--- src/rtl/ptos_pkg.sv ---
// Shared constants for the parallel-to-serial transmit path.
// Also used by the receive-side shift register.
package ptos_pkg;

   localparam logic ST_IDLE  = 1'b0;
   localparam logic ST_SHIFT = 1'b1;

   localparam int PTOS_WIDTH = 4;

endpackage

--- src/rtl/ptos_serializer_bit_counter.sv ---
// Saturating-at-MAX frame bit counter.
// Shared by the transmit and receive frame logic.
module bit_counter #(
   parameter int MAX = 3
) (
   input  logic                                 clk,
   input  logic                                 rst,
   input  logic                                 clr,
   input  logic                                 en,
   output logic [((MAX < 1) ? 1 : $clog2(MAX + 1))-1:0] count,
   output logic                                 at_max
);

   localparam int CW = (MAX < 1) ? 1 : $clog2(MAX + 1);

   always_ff @(posedge clk) begin
      if (rst) begin
         count <= '0;
      end else if (clr) begin
         count <= '0;
      end else if (en && !at_max) begin
         count <= count + CW'(1);
      end
   end

   assign at_max = (count == CW'(MAX));

endmodule

--- src/rtl/ptos_serializer.sv ---
// Parallel-to-serial transmit stage with load/ready handshake.
// Emits WIDTH bits per frame, back-to-back when reloaded on the last bit.
module ptos_serializer
   import ptos_pkg::*;
#(
   parameter int WIDTH     = PTOS_WIDTH,
   parameter bit MSB_FIRST = 1'b1
) (
   input  logic             clk,
   input  logic             rst,
   input  logic             load,
   input  logic [WIDTH-1:0] data_in,
   output logic             ready,
   output logic             ser_out,
   output logic             ser_valid,
   output logic             frame_start,
   output logic             done
);

   localparam int CW = $clog2(WIDTH);

   logic             state;
   logic             state_nxt;
   logic [WIDTH-1:0] sreg;
   logic [CW-1:0]    count;
   logic             at_max;
   logic             shifting;
   logic             accept;
   logic             head;

   assign shifting = (state == ST_SHIFT);
   assign accept   = load && ready;
   assign head     = MSB_FIRST ? sreg[WIDTH-1] : sreg[0];

   // Counter restarts on every frame boundary, so it never wraps mid-frame.
   bit_counter #(
      .MAX (WIDTH - 1)
   ) u_cnt (
      .clk    (clk),
      .rst    (rst),
      .clr    (!shifting || at_max),
      .en     (shifting),
      .count  (count),
      .at_max (at_max)
   );

   always_ff @(posedge clk) begin
      if (rst) begin
         state <= ST_IDLE;
      end else begin
         state <= state_nxt;
      end
   end

   always_comb begin
      state_nxt = state;
      unique case (state)
         ST_IDLE: begin
            if (load) state_nxt = ST_SHIFT;
         end
         ST_SHIFT: begin
            if (at_max) state_nxt = load ? ST_SHIFT : ST_IDLE;
         end
         default: state_nxt = ST_IDLE;
      endcase
   end

   always_ff @(posedge clk) begin
      if (rst) begin
         sreg <= '0;
      end else if (accept) begin
         sreg <= data_in;
      end else if (shifting) begin
         if (MSB_FIRST) sreg <= {sreg[WIDTH-2:0], 1'b0};
         else           sreg <= {1'b0, sreg[WIDTH-1:1]};
      end
   end

   always_comb begin
      ready       = 1'b0;
      ser_valid   = 1'b0;
      ser_out     = 1'b0;
      frame_start = 1'b0;
      done        = 1'b0;
      unique case (state)
         ST_IDLE: begin
            ready = 1'b1;
         end
         ST_SHIFT: begin
            ready       = at_max;
            ser_valid   = 1'b1;
            ser_out     = head;
            frame_start = (count == '0);
            done        = at_max;
         end
         default: ready = 1'b0;
      endcase
   end

endmodule
--- config.mk ---
export PLATFORM = sky130hd
export DESIGN_NAME = ptos_serializer
export DESIGN_NICKNAME = d
export VERILOG_FILES = /design/src/rtl/ptos_pkg.sv /design/src/rtl/ptos_serializer_bit_counter.sv /design/src/rtl/ptos_serializer.sv
export SDC_FILE = /design/constraint.sdc
export NUM_CORES = 1
export LEC_CHECK = 0
export BUFFER_PORTS_ARGS = -buffer_cell sky130_fd_sc_hd__buf_2
export CORE_AREA = 2 2 39 41
export CTS_CLUSTER_SIZE = 8
export DETAILED_ROUTE_END_ITERATION = 16
export DIE_AREA = 0 0 41 43
export SYNTH_ARGS = -nofsm -noshare
export SYNTH_HDL_FRONTEND = slang
export SYNTH_SLANG_ARGS = --single-unit
--- constraint.sdc ---
create_clock -name clk -period 1.38 [get_ports clk]
set_clock_uncertainty 0.2 [all_clocks]
set_input_delay 0.069 -clock clk [delete_from_list [all_inputs] [get_ports clk]]
set_output_delay 0.069 -clock clk [all_outputs]
set_load 0.02 [all_outputs]
==> impl_metrics.ini, run 1 <==
[sta]
setup_tns_ns = 0
setup_viol = 0
slew_headroom_pct = 87.54
worst_slew_pin_slew_ns = 0.1869
rsz0062_at_grt = true
fmax_ghz = 0.7456
min_period_over_period_pct = 97.19
slew_viol_final = 0
hold_viol = 0
period_minus_slack_ns = 1.341

[floorplanning]
start_util_pct = 24.05
fp.dieH_um = 43
die_x_um = 41
io_pins = 12
core_area_um2 = 1384
rows = 14
die_area_um2 = 1763

[power_and_ir_drop]
power.density_nw_per_um2 = 988.1
clockPowerShare_pct = 36.0
swShare_pct = 25.67
leakagePower_nw = 0.2303
seq_power_share_pct = 44.7
intPower_uw = 381.4
pwr-share-comb_pct = 19.3
peakVddDrop_mv = 0.2822
p_switching_uw = 131.7

[logic_synthesis]
yosys.area.top_type_share_pct = 42.11
synth_seq_area_share_pct = 42.11
yosys.area.top_type = dfxtp_1
avgSynthCellArea_um2 = 9.509
syn-cell-area_um2 = 332.8
synth_nets = 44
ys_ff_latch = 7
synthCells = 35
synthTopCellsByArea = dfxtp_1 42%, o221a_2 10%, ha_1 7.5%
yosysWarnings = 0
ys_types = 15

[layout]
diodes = 0
finish.utilization_pct = 37.52
area_delta_synth_final_pct = 56.02
fillCellCount = 145
drive_above_1_share_pct = 50.00
final_nets = 66

[global_route]
gr-total-overflow = 0
grt.total_usage_pct = 9.658
grt_pass1_wl_um = 1090
grt_pass1_vias = 277
grt_max_degree = 10
antenna_found_initial = 0

[clocking]
cts.clk_slew.worst_paths_ns = 0.05
cts_root_buf = clkbuf_4
cts_made_buffers = 3
clockBufferDepth = 2
numClockSinks = 7
clk-insertion-delay-late_ns = 0.25
cts_tree = built
htreeDepth = 1

[critical_path]
critPathKind = reg2out
required_ns = 1.11
start_kind = register
crit_path_end_kind = output pin
arrival_ns = 1.07
cp-startpoint = u_cnt.count[0]
reg2reg_depth = 4
rrSetupSlack_ns = 0.07
r2r_end = sreg[3]
crit_fanout = 6
regToRegStartpoint = u_cnt.count[0]

[min_path]
min_path_cells = 1
holdPathEnd = u_cnt.count[0]
min_path_type = reg2reg
worstHoldStart = u_cnt.count[0]

[status]
outcome = completed

[route]
drc = 0
drt_first_pass_iters = 10
drt_iter0_drc = 17
wl_per_cell_um = 10.79
viasPerCell = 4.625
wl_um = 777
vias = 333
ant_nets = 0

[flow_run]
maxCapViolCount = 0

[placed_design]
gp_congestion = 0.6410
dpl.hpwl_um = 498.6
io_buffers = 11
## layout make-up
type | count | area, um^2 | share of cell area, %
Clock buffer | 4 | 26.28 | 5.060
Timing Repair Buffer | 18 | 137.6 | 26.51
Tap cell | 16 | 20.02 | 3.855
Multi-Input combinational cell | 24 | 180.2 | 34.70
Inverter | 3 | 11.26 | 2.169
Sequential cell | 7 | 143.9 | 27.71
## synthesized netlist by cell type
cell type and count:
a21oi_1 1, a32oi_1 1, and2_2 3, buf_2 1, dfxtp_1 7, ha_1 2
inv_1 3, nand2_1 1, nand2_2 1, nand2_4 1, nand2b_4 1, nor2_1 5
nor3_1 4, nor3b_1 1, o221a_2 3
## metal layers
metal	track usage, %	up-vias	share of wire, %
li1	-	164	-
met1	10.03	143	43
met2	15.63	22	48
met3	1.571	4	6.4
met4	8.000	0	2.2
met5	0	-	0
## flip-flops by register name (all words and copies together), names as in the netlist
signal,flops
sreg,4
u_cnt.count,2
shifting,1
## through the flow
stage	total power [mW]	instance area, um^2	setup slack, ns	std cells	hold slack (ns)
final	0.5131	519.2	0.03882	72	0.2264
after global routing	0.5397	519.2	-0.009649	72	0.2445
after global placement	0.3079	410.4	0.08227	62	0.1378
after CTS	0.5143	510.5	0.004435	72	0.2259
after detailed placement	0.3084	410.4	0.04248	62	0.1338
after floorplan	0.2802	332.8	0.05636	35	-0.06193
## power by group through the flow
stage / registers, mW / clock network, mW / logic [mW]
after floorplan: 0.233 / 0 / 0.0477
after global placement: 0.232 / 0 / 0.0763
after detailed placement: 0.232 / 0 / 0.0762
after CTS: 0.229 / 0.191 / 0.0945
after global routing: 0.231 / 0.203 / 0.106
final: 0.230 / 0.185 / 0.0990
## worst max-delay path by stage
stage	cells past startpoint	end	slack, ns
after CTS	3	ready	0.004
after global routing	3	ready	-0.01
final	3	ready	0.04
after global placement	4	sreg[3]	0.08
after floorplan	3	sreg[0]	0.06
after detailed placement	4	sreg[3]	0.04
## logic make-up (layout without fill, tap and decap cells)
kind of cell	count (synthesis)	after routing	share of synthesized area [%]
compound gates	5	5	14.28
fa+ha+maj	2	2	7.518
buf+inv	4	25	4.886
flops	7	7	42.10
simple gates	17	17	31.20
## timing repair
item	4_1_cts	5_1_grt
hold buffers	6	0
setup endpoints to repair	4	3
resized for setup	6	4
buffers inserted	0	0
endpoints found under the hold margin	7	0
## critical path: stages, from the launching register on
cell      delay (ns)
dfxtp_2         0.32
ha_2            0.19
nand2b_4        0.17
buf_6           0.14
## layout by cell type, fill, tap and decap left out, types with 3 or more instances in the layout
master / n
buf_2: 8
clkbuf_4: 3
dfxtp_1: 4
dfxtp_2: 3
dlygate4sd3_1: 6
inv_1: 3
nor2_1: 5
nor3_1: 4
o221a_2: 3
Note: power is estimated with default switching activity, not from simulation.
==> run 2, diff against run 1 <==
==> constraint.sdc (replaced) <==
create_clock -name clk -period 1.38 [get_ports clk]
set_clock_uncertainty 0.2 [all_clocks]
set_input_delay 0.138 -clock clk [delete_from_list [all_inputs] [get_ports clk]]
set_output_delay 0.138 -clock clk [all_outputs]
set_load 0.02 [all_outputs]
==> run 2 against run 1 <==
Net effect: the flow now finishes with violations (setup timing); critical path depth is the same; wire length up 4.9%; sequential power barely moved; global-route usage rose by 0.30 points; die area unchanged; critical path type unchanged.
==> impl_metrics.ini, run 2 (synthesis gave the netlist of run 1 again) <==
[status]
outcome = finished with violations
violations = setup timing

[critical_path]
cpPeakStageDelay_ns = 0.35
cp_num_cells = 3
crit_fanout = 5
arrival_ns = 1.05
critPathTopFamily = flip-flops
endpoint = ready
reg2reg_depth = 5
critical-path-slowest-cell = dfxtp_4
path_cells = ha_4 > nand2b_4 > buf_6
r2r_end = sreg[3]
critPathKind = reg2out
rrSetupSlack_ns = 0.01
cp-startpoint = u_cnt.count[0]
crit_path_end_kind = output pin
required_ns = 1.04
regToRegStartpoint = u_cnt.count[0]
start_kind = register
cp_num_buf_inv = 1

[sta]
worst_slack_ns = -0.01007
slew_headroom_pct = 87.38
period_minus_slack_ns = 1.390
fmax_ghz = 0.7194
worst_slew_pin_slew_ns = 0.1892
min_period_over_period_pct = 100.7
rsz0062_at_grt = true
hold_viol = 0
slew_viol_final = 0
setup_viol = 3

[power_and_ir_drop]
leakagePower_nw = 0.2424
power.density_nw_per_um2 = 929.3
peakVddDrop_mv = 0.2703

[clocking]
htreeDepth = 1
cts_root_buf = clkbuf_4
numClockSinks = 7
cts_made_buffers = 3
cts.clk_slew.worst_paths_ns = 0.05
clockBufferDepth = 2
cts_tree = built
clk-insertion-delay-late_ns = 0.25

[placed_design]
place_ws_ns = 0.04248
dpl.hpwl_um = 498.6
io_buffers = 11
placed_cell_area_um2 = 410.4
gp_congestion = 0.6410

[layout]
postLayoutCellArea_um2 = 563.0
final_cell_mix = 8 x buf_2, 6 x dlygate4sd3_1, 5 x nor2_1
final_nets = 68
fillCellCount = 140
final_common_cell = buf_2
drive_above_1_share_pct = 56.90
finish.utilization_pct = 40.69
largest-register = sreg
area_delta_synth_final_pct = 69.17
diodes = 0
largest_register_ffs = 4

[floorplanning]
fp.dieH_um = 43
start_util_pct = 24.05
rows = 14
die_x_um = 41
io_pins = 12
die_area_um2 = 1763
core_area_um2 = 1384

[route]
vias = 329
drt_iter0_drc = 13
wl_per_cell_um = 11.01
drc = 0
viasPerCell = 4.446
wl_um = 815
ant_nets = 0
drt_first_pass_iters = 4

[flow_run]
maxCapViolCount = 0

[global_route]
gr-total-overflow = 0
grt_pass1_wl_um = 1124
grt_max_degree = 10
antenna_found_initial = 0
grt.total_usage_pct = 9.960
grt_pass1_vias = 289

[min_path]
min_path_type = reg2reg
-- run 2: changes by cell type in the layout (fill, tap and decap cells not counted) --
cell,previous run,this run
dfxtp_4,0,1
buf_6,2,3
dfxtp_2,3,2
buf_4,2,3
ha_4,0,2
inv_2,0,2
ha_2,1,0
ha_1,1,0
inv_1,3,1
-- run 2: cell type report --
cell class                      count  area [um^2]  area share [%]
Inverter                            3        11.26           2.000
Clock buffer                        4        26.28           4.667
Timing Repair Buffer               20        156.4           27.78
Tap cell                           16        20.02           3.556
Multi-Input combinational cell     24        202.7           36.00
Sequential cell                     7        146.4           26.00
-- run 2: timing repair --
action | CTS | global route
hold endpoints to repair | 7 | 0
buffers inserted | 0 | 2
endpoints found under the setup margin | 4 | 6
hold buffers | 6 | 0
resized for setup | 8 | 9
-- run 2: how the worst min path moves through the flow --
stage / cells past startpoint / endpoint / slack, ns / from
after floorplan: 1 / shifting / 0.007 / rst
after global placement: 2 / shifting / 0.21 / rst
after detailed placement: 2 / shifting / 0.20 / rst
after CTS: 1 / u_cnt.count[0] / 0.23 / u_cnt.count[0]
after global routing: 1 / u_cnt.count[0] / 0.27 / u_cnt.count[0]
final: 1 / u_cnt.count[0] / 0.25 / u_cnt.count[0]
-- run 2: per-stage QoR --
step | total power, mW | hold WS [ns] | std cells | setup TNS [ns]
after floorplan | 0.2802 | 0.007066 | 35 | 0
after global placement | 0.3079 | 0.2068 | 62 | 0
after detailed placement | 0.3084 | 0.2028 | 62 | 0
after CTS | 0.5176 | 0.2259 | 72 | -0.1001
after global routing | 0.5536 | 0.2696 | 74 | -0.2265
final | 0.5232 | 0.2495 | 74 | -0.02651
-- run 2: where the power goes --
part           internal (mW)  total (mW)  leakage [nW]  switching, mW
Combinational         0.0602       0.107         0.168         0.0472
Clock                  0.110       0.186        0.0150         0.0755
Sequential             0.216       0.230        0.0592         0.0137
-- run 2: layer usage --
layer	up-vias	wire length [um]	GRT usage [%]
met1	146	347	10.03
li1	168	-	-
met2	11	404	16.56
met4	0	37	8.000
met3	4	25	1.571
met5	-	0	0
==> run 3, diff against run 2 <==
PLACE_DENSITY = 0.43   (was unset)
==> run 3 against run 2 <==
Net effect: the flow still finishes with violations (setup timing); via count rose by 1.5%; worst hold slack improved by 0.051 ns; combinational power barely moved; register-to-register slack improved by 0.02 ns; wire length fell by 16%; first-iteration DRC count fell by 69%; sequential power barely moved; highest routed layer unchanged.
==> impl_metrics.ini, run 3 (synthesis gave the netlist of run 1 again) <==
[floorplanning]
die_x_um = 41
io_pins = 12
start_util_pct = 24.05
core_area_um2 = 1384
fp.dieH_um = 43
die_area_um2 = 1763
rows = 14

[layout]
area_delta_synth_final_pct = 74.81
regArea_um2 = 151.4
largest_register_ffs = 4
drive_above_1_share_pct = 59.02
largest-register = sreg
finish.utilization_pct = 42.04
diodes = 0
multi_input_area_um2 = 193.9
final_nets = 71
fillCellCount = 150
final_common_cell = buf_2
final_cell_mix = 8 x buf_2, 6 x dlygate4sd3_1, 6 x buf_4

[clocking]
cts_root_buf = clkbuf_4
cts.clk_slew.worst_paths_ns = 0.05
htreeDepth = 1
cts_tree = built
cts_made_buffers = 3
numClockSinks = 7
clk-insertion-delay-late_ns = 0.25
clockBufferDepth = 2

[power_and_ir_drop]
finalPower_uw = 518.7
power.density_nw_per_um2 = 891.5
leakagePower_nw = 0.2571
peakVddDrop_mv = 0.3930

[min_path]
min_path_type = reg2reg
holdPathEnd = sreg[0]
min_path_cells = 2
worstHoldStart = sreg[0]

[global_route]
grt.total_usage_pct = 9.658
gr-total-overflow = 0
antenna_found_initial = 0
grt_pass1_vias = 301
grt_max_degree = 10
grt_pass1_wl_um = 1173

[route]
wl_um = 688
ant_nets = 0
drc = 0
drt_first_pass_iters = 3
viasPerCell = 4.338
wl_per_cell_um = 8.935
vias = 334
drt_iter0_drc = 4

[flow_run]
maxCapViolCount = 0

[critical_path]
rrSetupSlack_ns = 0.03
required_ns = 1.04
crit_path_end_kind = output pin
r2r_end = sreg[1]
regToRegStartpoint = u_cnt.count[1]
reg2reg_depth = 5
crit_fanout = 3
arrival_ns = 1.05
critPathKind = reg2out
start_kind = register

[placed_design]
place_ws_ns = 0.04931
gp_congestion = 0.6700
io_buffers = 11
dpl.hpwl_um = 492.6

[sta]
worst_slew_pin_slew_ns = 0.1596
fmax_ghz = 0.7217
slew_viol_final = 0
worst_slack_ns = -0.005654
min_period_over_period_pct = 100.4
period_minus_slack_ns = 1.386
setup_tns_ns = -0.005833
setup_viol = 2
hold_viol = 0
rsz0062_at_grt = true
slew_headroom_pct = 89.28
holdWs_ns = 0.3009

[status]
outcome = finished with violations
violations = setup timing
-- run 3: area by class of cell --
type                            count  share of cell area [%]
Clock buffer                        4                   4.516
Inverter                            3                   1.935
Multi-Input combinational cell     24                   33.33
Sequential cell                     7                   26.02
Tap cell                           16                   3.441
Timing Repair Buffer               23                   30.75
-- run 3: worst max-delay path, stage by stage (launching register included) --
cell     delay [ns]
dfxtp_4        0.36
inv_2          0.04
ha_2           0.16
and2_4         0.13
buf_6          0.12
-- run 3: per-stage QoR --
stage | cells | cell area, um^2
2_1_floorplan | 35 | 332.8
3_3_place_gp | 63 | 417.9
3_5_place_dp | 63 | 417.9
4_1_cts | 74 | 535.5
5_1_grt | 77 | 581.8
6_report | 77 | 581.8
-- run 3: timing repair --
action | CTS | global route
resized for setup | 9 | 10
endpoints found under the setup margin | 4 | 4
hold buffers | 6 | 0
pin swaps | 0 | 1
hold endpoints to repair | 7 | 0
setup buffers | 1 | 3
-- run 3: layer usage --
metal	wire length [um]	track usage, %	share of wire [%]
met5	0	0	0
met4	4	6.000	0.58
met3	43	3.141	6.3
met2	300	11.88	44
met1	340	13.92	49
-- run 3: power breakdown --
| group | leakage (nW) | total, mW | switching [mW] | internal [mW] |
|---|---|---|---|---|
| Combinational | 0.182 | 0.107 | 0.0438 | 0.0633 |
| Sequential | 0.0598 | 0.228 | 0.0139 | 0.214 |
| Clock | 0.0150 | 0.184 | 0.0737 | 0.110 |
-- run 3: how the worst max path moves through the flow --
stage                              start     endpoint  slack, ns  cells after the start
after global placement    u_cnt.count[0]      sreg[3]       0.08                      4
after CTS                 u_cnt.count[0]  frame_start      -0.06                      4
final                     u_cnt.count[0]  frame_start     -0.006                      4
after detailed placement  u_cnt.count[0]      sreg[1]       0.05                      4
after floorplan                 shifting      sreg[0]       0.06                      3
after global routing      u_cnt.count[0]  frame_start      -0.04                      4
